--- config.mk ---
export PLATFORM = sky130hd
export DESIGN_NAME = bmw_op_scheduler_flat
export DESIGN_NICKNAME = d
export VERILOG_FILES = /design/src/rtl/bmw_op_scheduler_if.sv /design/src/rtl/bmw_op_scheduler.sv /design/src/flat_wrapper.sv
export SDC_FILE = /design/constraint.sdc
export NUM_CORES = 1
export LEC_CHECK = 0
export ABC_AREA = 1
export CORE_MARGIN = 5
export CORE_UTILIZATION = 48
export CTS_CLUSTER_DIAMETER = 120
export DETAILED_ROUTE_END_ITERATION = 7
export GPL_TIMING_DRIVEN = 0
export HOLD_SLACK_MARGIN = 0.03
export PLACE_DENSITY = 0.76
export SETUP_SLACK_MARGIN = 0.1
export SKIP_CTS_REPAIR_TIMING = 1
export SLEW_MARGIN = 20
export SYNTH_ARGS = -nofsm -noshare
export SYNTH_HDL_FRONTEND = slang
export SYNTH_SLANG_ARGS = --single-unit
--- constraint.sdc ---
create_clock -name i_clk -period 2.82 [get_ports i_clk]
set_input_delay 0.564 -clock i_clk [delete_from_list [all_inputs] [get_ports i_clk]]
set_output_delay 0.564 -clock i_clk [all_outputs]
set_load 0.02 [all_outputs]
--- src/rtl/bmw_op_scheduler_if.sv ---
// Command-side bundle between the upstream producer/consumer, bmw_op_scheduler and the heap.
// The scheduler connects through the slave modport; the driving side uses master.
interface bmw_op_scheduler_if #(
    parameter int DW = 32,
    parameter int CW = 17
);
    // Handshake rule for both request streams: a transfer happens on a rising
    // edge where valid and ready are both high; valid never waits on ready, and
    // a producer holds its data stable while valid is high and ready is low.
    logic          i_push_valid;
    logic          o_push_ready;
    logic [DW-1:0] i_push_data;
    logic          i_pop_valid;
    logic          o_pop_ready;
    logic          o_push;
    logic [DW-1:0] o_push_data;
    logic          o_pop;
    logic [DW-1:0] i_heap_pop_data;
    logic          o_deq_valid;
    logic [DW-1:0] o_deq_data;
    logic [CW-1:0] o_count;

    modport slave (
        input  i_push_valid, i_push_data, i_pop_valid, i_heap_pop_data,
        output o_push_ready, o_pop_ready, o_push, o_push_data, o_pop,
               o_deq_valid, o_deq_data, o_count
    );

    modport master (
        output i_push_valid, i_push_data, i_pop_valid, i_heap_pop_data,
        input  o_push_ready, o_pop_ready, o_push, o_push_data, o_pop,
               o_deq_valid, o_deq_data, o_count
    );
endinterface

--- src/rtl/bmw_op_scheduler.sv ---
// Push/pop issue scheduler in front of the BMW heap: push FIFO, occupancy count, fair arbiter, pop realignment.
// Optional BMW_SCHED_STATS_EN adds free-running 32-bit push/pop/stall counters.
module bmw_op_scheduler #(
    parameter int PTW        = 16,
    parameter int MTW        = 16,
    parameter int CAPACITY   = 87380,
    parameter int FIFO_DEPTH = 4,
    parameter int OP_GAP     = 1,
    parameter int POP_LAT    = 2
) (
    input  logic i_clk,
    input  logic i_arst,
    bmw_op_scheduler_if.slave bus
`ifdef BMW_SCHED_STATS_EN
    ,
    output logic [31:0] o_stat_push,
    output logic [31:0] o_stat_pop,
    output logic [31:0] o_stat_stall
`endif
);
    localparam int DW = MTW + PTW;
    localparam int CW = $clog2(CAPACITY + 1);
    localparam int AW = $clog2(FIFO_DEPTH);
    localparam int GW = (OP_GAP > 1) ? $clog2(OP_GAP) : 1;

    localparam logic [CW-1:0] CAP      = CW'(CAPACITY);
    localparam logic [CW-1:0] CNT_ONE  = CW'(1);
    localparam logic [AW:0]   PTR_ONE  = (AW+1)'(1);
    localparam logic [GW-1:0] GAP_LOAD = GW'(OP_GAP - 1);
    localparam logic [GW-1:0] GAP_ONE  = GW'(1);

    logic [DW-1:0]      fifo_mem [FIFO_DEPTH];
    logic [AW:0]        wr_ptr;
    logic [AW:0]        rd_ptr;
    logic               fifo_empty;
    logic               fifo_full;
    logic               fifo_wr;
    logic [CW-1:0]      count;
    logic [GW-1:0]      gap;
    logic               last_grant_push;
    logic               push_elig;
    logic               pop_elig;
    logic               grant_push;
    logic               grant_pop;
    logic [POP_LAT-1:0] pop_sr;

    // Extra pointer bit distinguishes full from empty when the low bits match.
    assign fifo_empty = (wr_ptr == rd_ptr);
    assign fifo_full  = (wr_ptr[AW] != rd_ptr[AW]) && (wr_ptr[AW-1:0] == rd_ptr[AW-1:0]);
    assign fifo_wr    = bus.i_push_valid && !fifo_full;

    assign bus.o_push_ready = !fifo_full;
    assign bus.o_pop_ready  = grant_pop;
    assign bus.o_count      = count;

    assign push_elig = !fifo_empty && (count < CAP) && (gap == '0);
    assign pop_elig  = bus.i_pop_valid && (count != '0) && (gap == '0);

    // On a tie the side that did not win last time gets the slot.
    assign grant_push = push_elig && (!pop_elig || !last_grant_push);
    assign grant_pop  = pop_elig  && (!push_elig || last_grant_push);

    always_ff @(posedge i_clk) begin
        if (fifo_wr) fifo_mem[wr_ptr[AW-1:0]] <= bus.i_push_data;
    end

    always_ff @(posedge i_clk or posedge i_arst) begin
        if (i_arst) begin
            wr_ptr          <= '0;
            rd_ptr          <= '0;
            count           <= '0;
            gap             <= '0;
            last_grant_push <= 1'b0;
            pop_sr          <= '0;
            bus.o_push      <= 1'b0;
            bus.o_pop       <= 1'b0;
            bus.o_push_data <= '0;
            bus.o_deq_valid <= 1'b0;
            bus.o_deq_data  <= '0;
        end else begin
            if (fifo_wr) wr_ptr <= wr_ptr + PTR_ONE;

            bus.o_push <= grant_push;
            bus.o_pop  <= grant_pop;

            if (grant_push) begin
                rd_ptr          <= rd_ptr + PTR_ONE;
                bus.o_push_data <= fifo_mem[rd_ptr[AW-1:0]];
                count           <= count + CNT_ONE;
            end else if (grant_pop) begin
                count <= count - CNT_ONE;
            end

            if (grant_push || grant_pop) begin
                gap             <= GAP_LOAD;
                last_grant_push <= grant_push;
            end else if (gap != '0) begin
                gap <= gap - GAP_ONE;
            end

            // Last tap lines up with the cycle the heap presents its pop result.
            pop_sr[0] <= bus.o_pop;
            for (int i = 1; i < POP_LAT; i++) pop_sr[i] <= pop_sr[i-1];

            bus.o_deq_valid <= pop_sr[POP_LAT-1];
            if (pop_sr[POP_LAT-1]) bus.o_deq_data <= bus.i_heap_pop_data;
        end
    end

`ifdef BMW_SCHED_STATS_EN
    logic stall;

    // A request is waiting but no slot was issued: heap full, heap empty or gap.
    assign stall = (!fifo_empty || bus.i_pop_valid) && !grant_push && !grant_pop;

    always_ff @(posedge i_clk or posedge i_arst) begin
        if (i_arst) begin
            o_stat_push  <= '0;
            o_stat_pop   <= '0;
            o_stat_stall <= '0;
        end else begin
            if (grant_push) o_stat_push  <= o_stat_push + 32'd1;
            if (grant_pop)  o_stat_pop   <= o_stat_pop + 32'd1;
            if (stall)      o_stat_stall <= o_stat_stall + 32'd1;
        end
    end
`endif

endmodule

--- src/flat_wrapper.sv ---
// flat-port wrapper written by rule: the top's interface ports become plain ports
module bmw_op_scheduler_flat 
#(
    parameter int PTW        = 16,
    parameter int MTW        = 16,
    parameter int CAPACITY   = 87380,
    parameter int FIFO_DEPTH = 4,
    parameter int OP_GAP     = 1,
    parameter int POP_LAT    = 2
)
  (i_clk, i_arst, bus_i_push_valid, bus_i_push_data, bus_i_pop_valid, bus_i_heap_pop_data, bus_o_push_ready, bus_o_pop_ready, bus_o_push, bus_o_push_data, bus_o_pop, bus_o_deq_valid, bus_o_deq_data, bus_o_count);
  bmw_op_scheduler_if bus_i ();
  input  logic i_clk;
  input  logic i_arst;
  input wire logic [$bits(bus_i.i_push_valid)-1:0] bus_i_push_valid;
  input wire logic [$bits(bus_i.i_push_data)-1:0] bus_i_push_data;
  input wire logic [$bits(bus_i.i_pop_valid)-1:0] bus_i_pop_valid;
  input wire logic [$bits(bus_i.i_heap_pop_data)-1:0] bus_i_heap_pop_data;
  output wire logic [$bits(bus_i.o_push_ready)-1:0] bus_o_push_ready;
  output wire logic [$bits(bus_i.o_pop_ready)-1:0] bus_o_pop_ready;
  output wire logic [$bits(bus_i.o_push)-1:0] bus_o_push;
  output wire logic [$bits(bus_i.o_push_data)-1:0] bus_o_push_data;
  output wire logic [$bits(bus_i.o_pop)-1:0] bus_o_pop;
  output wire logic [$bits(bus_i.o_deq_valid)-1:0] bus_o_deq_valid;
  output wire logic [$bits(bus_i.o_deq_data)-1:0] bus_o_deq_data;
  output wire logic [$bits(bus_i.o_count)-1:0] bus_o_count;
  assign bus_i.i_push_valid = bus_i_push_valid;
  assign bus_i.i_push_data = bus_i_push_data;
  assign bus_i.i_pop_valid = bus_i_pop_valid;
  assign bus_i.i_heap_pop_data = bus_i_heap_pop_data;
  assign bus_o_push_ready = bus_i.o_push_ready;
  assign bus_o_pop_ready = bus_i.o_pop_ready;
  assign bus_o_push = bus_i.o_push;
  assign bus_o_push_data = bus_i.o_push_data;
  assign bus_o_pop = bus_i.o_pop;
  assign bus_o_deq_valid = bus_i.o_deq_valid;
  assign bus_o_deq_data = bus_i.o_deq_data;
  assign bus_o_count = bus_i.o_count;
  bmw_op_scheduler #(.PTW(PTW), .MTW(MTW), .CAPACITY(CAPACITY), .FIFO_DEPTH(FIFO_DEPTH), .OP_GAP(OP_GAP), .POP_LAT(POP_LAT)) u_core (.i_clk(i_clk), .i_arst(i_arst), .bus(bus_i));
endmodule
==> results.json, run 1 <==
{
  "cp.required_ps": 3230,
  "chipWidth_um": 150,
  "final_nets": 1120,
  "synth-main-ff-cell": "edfxtp_1",
  "io_pins": 154,
  "startpoint": "u_core.bus.o_count[3]",
  "viasPerCell": 5.29,
  "clock_latency_ps": 520,
  "area_growth_syn_to_layout_pct": 37.4,
  "hpwl_um": 15200,
  "grt_pass1_vias": 6623,
  "antenna_found_initial": 0,
  "critical_path_arrival_ps": 3140,
  "drive_gt1_share_pct": 20.3,
  "seq_area_frac_synth_pct": 66.1,
  "hold_path_class": "reg2reg",
  "synthArstFlopShare_pct": 42.1,
  "tns_ps": 0,
  "synthCells": 821,
  "synth-edff-count": 128,
  "grt-ovfl-total": 0,
  "first_iter_violations": 520,
  "seqCellArea_mm2": 0.00619,
  "clockBufferDepth": 3,
  "cts-buffers-inserted": 24,
  "route.met3.wl_um": 2050,
  "rr_startpoint": "u_core.bus.o_count[3]",
  "status": "finished, final reports clean",
  "syn_avg_cell_area_um2": 11.4,
  "core_area_mm2": 0.0193,
  "met1Wirelength_um": 9080,
  "maxCapViolCount": 0,
  "grt_use_total_pct": 19.1,
  "synth_area_mm2": 0.00934,
  "finalWorstPathRequiredPeriod_ps": 2730,
  "top_layer_used": "met4",
  "slew_violations": 0,
  "max_slew_margin_pct": 57.1,
  "grt_pass1_wl_um": 33900,
  "initial_core_util_pct": 48.3,
  "rsz0062_at_grt": "yes",
  "drtPass1Iterations": 6,
  "fin_skew_ps": 17.0,
  "via_count": 6949,
  "synth_fp_nets": 910,
  "die_h_um": 150,
  "ant_nets": 0,
  "end_kind": "register",
  "period_share_pct": 96.8,
  "wl_per_cell_um": 17.7,
  "wirelength_um": 23200,
  "final-setup-viol-count": 0,
  "ys_ff_latch": 221,
  "grt_max_degree": 30,
  "wl_met2_um": 11500,
  "die_area_mm2": 0.0224,
  "fin_util_pct": 66.4,
  "ys_types": 38,
  "port_buffers": 153,
  "multi_input_area_mm2": 0.00323,
  "tightestPinTransition_ps": 642,
  "n_antenna_cell": 0,
  "core.rowCount": 51,
  "drc": 0,
  "h-tree-depth": 1,
  "critPathKind": "reg2reg",
  "clk_root_buffer_cell": "clkbuf_16",
  "cp-start-kind": "register",
  "hold_start": "u_core.pop_sr[0]",
  "cts.clk_slew.worst_paths_ps": 60,
  "yosysWarnings": 0,
  "fill_cells": 1348,
  "clock.fmax_mhz": 366,
  "clock_sinks": 221,
  "place_congestion": 0.868,
  "hold_violations": 0,
  "holdWs_ps": 354,
  "cp_max_fo": 6,
  "cts_tree": "built"
}
==> layer usage <==
| layer | track usage (%) | vias to the layer above |
|---|---|---|
| met1 | 24.5 | 3326 |
| met5 | 0 | - |
| li1 | - | 3252 |
| met3 | 3.79 | 56 |
| met2 | 33.4 | 315 |
| met4 | 4.94 | 0 |
==> stage by stage <==
step / instance area (µm²) / cells / setup slack [ps]
floorplan: 9350 / 821 / -72.4
global placement: 11200 / 1239 / -1310
detailed placement: 11400 / 1246 / -369
CTS: 12200 / 1289 / -242
global route: 12800 / 1313 / -89.2
finish: 12800 / 1313 / 90.3
==> cell usage after synthesis, drive strengths merged, types with 17 or more instances <==
cell type | instances | share of area [%]
edfxtp | 128 | 41
inv | 42 | 1.7
dfrtp | 93 | 25
o21ai | 80 | 4.4
clkbuf | 17 | 0.68
ha | 20 | 2.7
nand2 | 192 | 7.8
nor2 | 91 | 3.7
nand3 | 23 | 1.4
mux2 | 32 | 3.9
o22ai | 32 | 2.1
==> placed cells by master, fill, tap and decap left out, drive strengths merged <==
cell	Yosys	layout
a21oi	16	16
dfrtp	93	93
nand3	23	23
o22ai	32	32
clkbuf	17	52
nor2	91	91
bufinv	0	1
nand4	2	2
inv	42	41
buf	16	45
o21bai	2	2
nand2	192	192
clkdlybuf4s50	0	152
clkinv	0	8
and3	1	1
mux2	32	32
o21a	2	2
nor3	3	3
nand3b	2	2
clkinvlp	0	2
xor2	11	11
a21o	4	4
or2	2	2
nand2b	1	1
o21ai	80	80
dlymetal6s2s	0	1
and2	1	1
xnor2	7	7
ha	20	20
fa	1	1
edfxtp	128	128
==> cell families after synthesis <==
group / share of synthesized area (%)
buf+inv: 3.66
xor+xnor: 1.69
compound gates: 8.09
mux: 3.86
simple gates: 13.8
flops: 66.1
fa+ha+maj: 2.89
==> final cells by class <==
class	count	area share, %
Sequential cell	221	48.2
Multi-Input combinational cell	525	25.2
Timing Repair Buffer	184	14.9
Clock buffer	33	5.50
Tap cell	265	2.58
Buffer	33	1.59
Inverter	42	1.32
Clock inverter	10	0.799
==> sequential cells by signal, summed over array words and instances (netlist names) <==
signal	count
u_core.last_grant_push	1
u_core.pop_sr	2
u_core.bus.o_deq_valid	1
u_core.bus.o_deq_data	32
u_core.bus.o_count	17
u_core.bus.o_pop	1
u_core.rd_ptr	3
u_core.bus.o_push	1
u_core.fifo_mem	128
u_core.bus.o_push_data	32
u_core.wr_ptr	3
==> final timing paths <==
path / endpoint / slack, ps / cells after the start
min in group asynchronous: u_core.bus.o_deq_data[13] / 400 / 2
max in group asynchronous: u_core.bus.o_count[15] / 1940 / 3
hold / removal: u_core.pop_sr[1] / 350 / 0
setup / recovery: u_core.bus.o_count[14] / 90 / 16
setup reg to reg: u_core.bus.o_count[14] / 90 / 16
hold reg to reg: u_core.pop_sr[1] / 350 / 0
==> worst max-delay path: stages, from the launching register on <==
cell and delay [ps]:
dfrtp_2 440, nor2_2 190, nor2_2 70, o21ai_0 150
nand2_1 110, nand2_2 130, nand3_4 180, buf_12 210
ha_4 230, or2_4 270, nand2_4 90, nor2_2 40
nor2_2 150, or2_4 150, nand3_1 70, nand3_1 90
nand2_1 50
Power of run 1 is left out: the tool's default activity adds up to more than one toggle a clock period on the data nets, which glitch-free logic cannot reach.
==> run 2: changes to the inputs <==
--- a/config.mk
+++ b/config.mk
@@ -6,6 +6,7 @@
 export NUM_CORES = 1
 export LEC_CHECK = 0
 export ABC_AREA = 1
+export ABC_CLOCK_PERIOD_IN_PS = 2820
 export CORE_MARGIN = 5
 export CORE_UTILIZATION = 48
 export CTS_CLUSTER_DIAMETER = 120
@@ -19,3 +20,4 @@
 export SYNTH_ARGS = -nofsm -noshare
 export SYNTH_HDL_FRONTEND = slang
 export SYNTH_SLANG_ARGS = --single-unit
+export TNS_END_PERCENT = 30
==> results.json, run 2 (same netlist as run 1, synthesis figures left out) <==
{
  "slowest_delay_ps": 440,
  "h-tree-depth": 1,
  "largest_register_ff_count": 128,
  "critical_path_arrival_ps": 3170,
  "clock_sinks": 221,
  "finalWorstPathRequiredPeriod_ps": 2780,
  "cts-buffers-inserted": 23,
  "clockBufferDepth": 3,
  "max_slew_margin_pct": 56.7,
  "final_nets": 1124,
  "critPathKind": "reg2reg",
  "slowest_stage": "dfrtp_2",
  "die_area_mm2": 0.0224,
  "viasPerCell": 5.23,
  "cts.clk_slew.worst_paths_ps": 60,
  "placed_cells_incl_taps": 1246,
  "port_buffers": 153,
  "finalWorstSetupSlack_ps": 40.9,
  "maxCapViolCount": 0,
  "hold_violations": 0,
  "core.rowCount": 51,
  "rsz0062_at_grt": "yes",
  "wl_per_cell_um": 17.6,
  "grt-ovfl-total": 0,
  "cp_common_cell": "nand3_1",
  "end_kind": "register",
  "slew_violations": 0,
  "grt_max_degree": 31,
  "core_area_mm2": 0.0193,
  "worst-path-buf-inv": 2,
  "first_iter_violations": 393,
  "fin_skew_ps": 8.46,
  "drive_gt1_share_pct": 20.4,
  "clock_latency_ps": 510,
  "fill_cells": 1391,
  "die_h_um": 150,
  "place_ws_ps": -432,
  "grt_pass1_vias": 6648,
  "status": "finished, final reports clean",
  "drtPass1Iterations": 5,
  "tightestPinTransition_ps": 648,
  "ant_nets": 0,
  "via_count": 6882,
  "worstPathCellList": "nor2_4, buf_6, nand2_1, nor2_1, nand3_1, nand3_2, nand3_4, clkbuf_16, ha_4, a21oi_2, nand2_2, nand2_1, nand3_2, nand3_1, nand3b_1, nand3_1, o21ai_1",
  "mostFrequentLayoutCell": "nand2_1",
  "fin_util_pct": 66.4,
  "grt_pass1_wl_um": 34600,
  "wirelength_um": 23200,
  "antenna_found_initial": 1,
  "cp.required_ps": 3220,
  "mostFrequentLayoutCells": "178 x nand2_1, 152 x clkdlybuf4s50_1, 128 x edfxtp_1",
  "hold_path_class": "reg2reg",
  "cp-start-kind": "register",
  "drc": 0,
  "crit_family": "simple AND/OR/NAND/NOR gates",
  "clk_root_buffer_cell": "clkbuf_16",
  "grt_use_total_pct": 19.4,
  "cts_tree": "built",
  "initial_core_util_pct": 48.3,
  "hpwl_um": 15300,
  "chipWidth_um": 150,
  "cp_max_fo": 6,
  "clock.fmax_mhz": 360,
  "area_growth_syn_to_layout_pct": 37.5,
  "final-setup-viol-count": 0,
  "final_cell_count_no_fill": 1316,
  "io_pins": 154,
  "period_share_pct": 98.6,
  "n_antenna_cell": 0,
  "place_congestion": 0.908
}
run 2: changes by cell type in the layout (fill, tap and decap cells not counted), moves of 3 or more:
cell and change:
clkinv_2 +3, clkinv_1 -3, clkbuf_8 -4, buf_4 +4, buf_16 +3, clkbuf_1 +3
nand2_1 +5, nand2_2 -3
run 2: layout make-up:
type	count	area (µm²)	area share (%)
clock inverters	11	149	1.16
multi-input cells	525	3210	25.0
inverters	42	169	1.32
repair buffers	189	1980	15.4
well taps	265	332	2.58
clock buffers	30	612	4.76
plain buffers	33	204	1.59
flip-flops and latches	221	6190	48.2
run 2: worst paths after layout:
path | start | end | slack (ps) | cells after the start
max | u_core.bus.o_count[15] | u_core.bus.o_count[15] | 40 | 17
min | u_core.pop_sr[0] | u_core.pop_sr[1] | 360 | 0
max reg2reg | u_core.bus.o_count[15] | u_core.bus.o_count[15] | 40 | 17
min reg2reg | u_core.pop_sr[0] | u_core.pop_sr[1] | 360 | 0
max in group asynchronous | i_arst | u_core.rd_ptr[1] | 1420 | 5
min in group asynchronous | i_arst | u_core.bus.o_deq_data[16] | 470 | 2
run 2: per-stage QoR:
| stage | cell area (µm²) | hold slack [ps] | TNS, ps |
|---|---|---|---|
| 2_1_floorplan | 9350 | 331 | -9100 |
| 3_3_place_gp | 11200 | 336 | -167740 |
| 3_5_place_dp | 11400 | 346 | -4220 |
| 4_1_cts | 12200 | 367 | -3010 |
| 5_1_grt | 12800 | 370 | -407 |
| 6_report | 12800 | 360 | 0 |
run 2: layer usage:
metal  wire length [µm]  vias to the layer above  track usage (%)
met2              11500                      276             34.7
met1               9210                     3311             24.0
li1                   -                     3250                -
met4                524                        2             4.35
met3               1930                       43             4.75
met5                 13                        -                0
run 2: worst reg2reg max path: cells and delay by family (launching register included):
| family | cells | cell delay, ps |
|---|---|---|
| buf+inv | 2 | 340 |
| fa+ha+maj | 1 | 270 |
| simple gates | 12 | 1390 |
| compound gates | 2 | 240 |
| flops | 1 | 440 |
Power of run 2 is left out for the same reason.
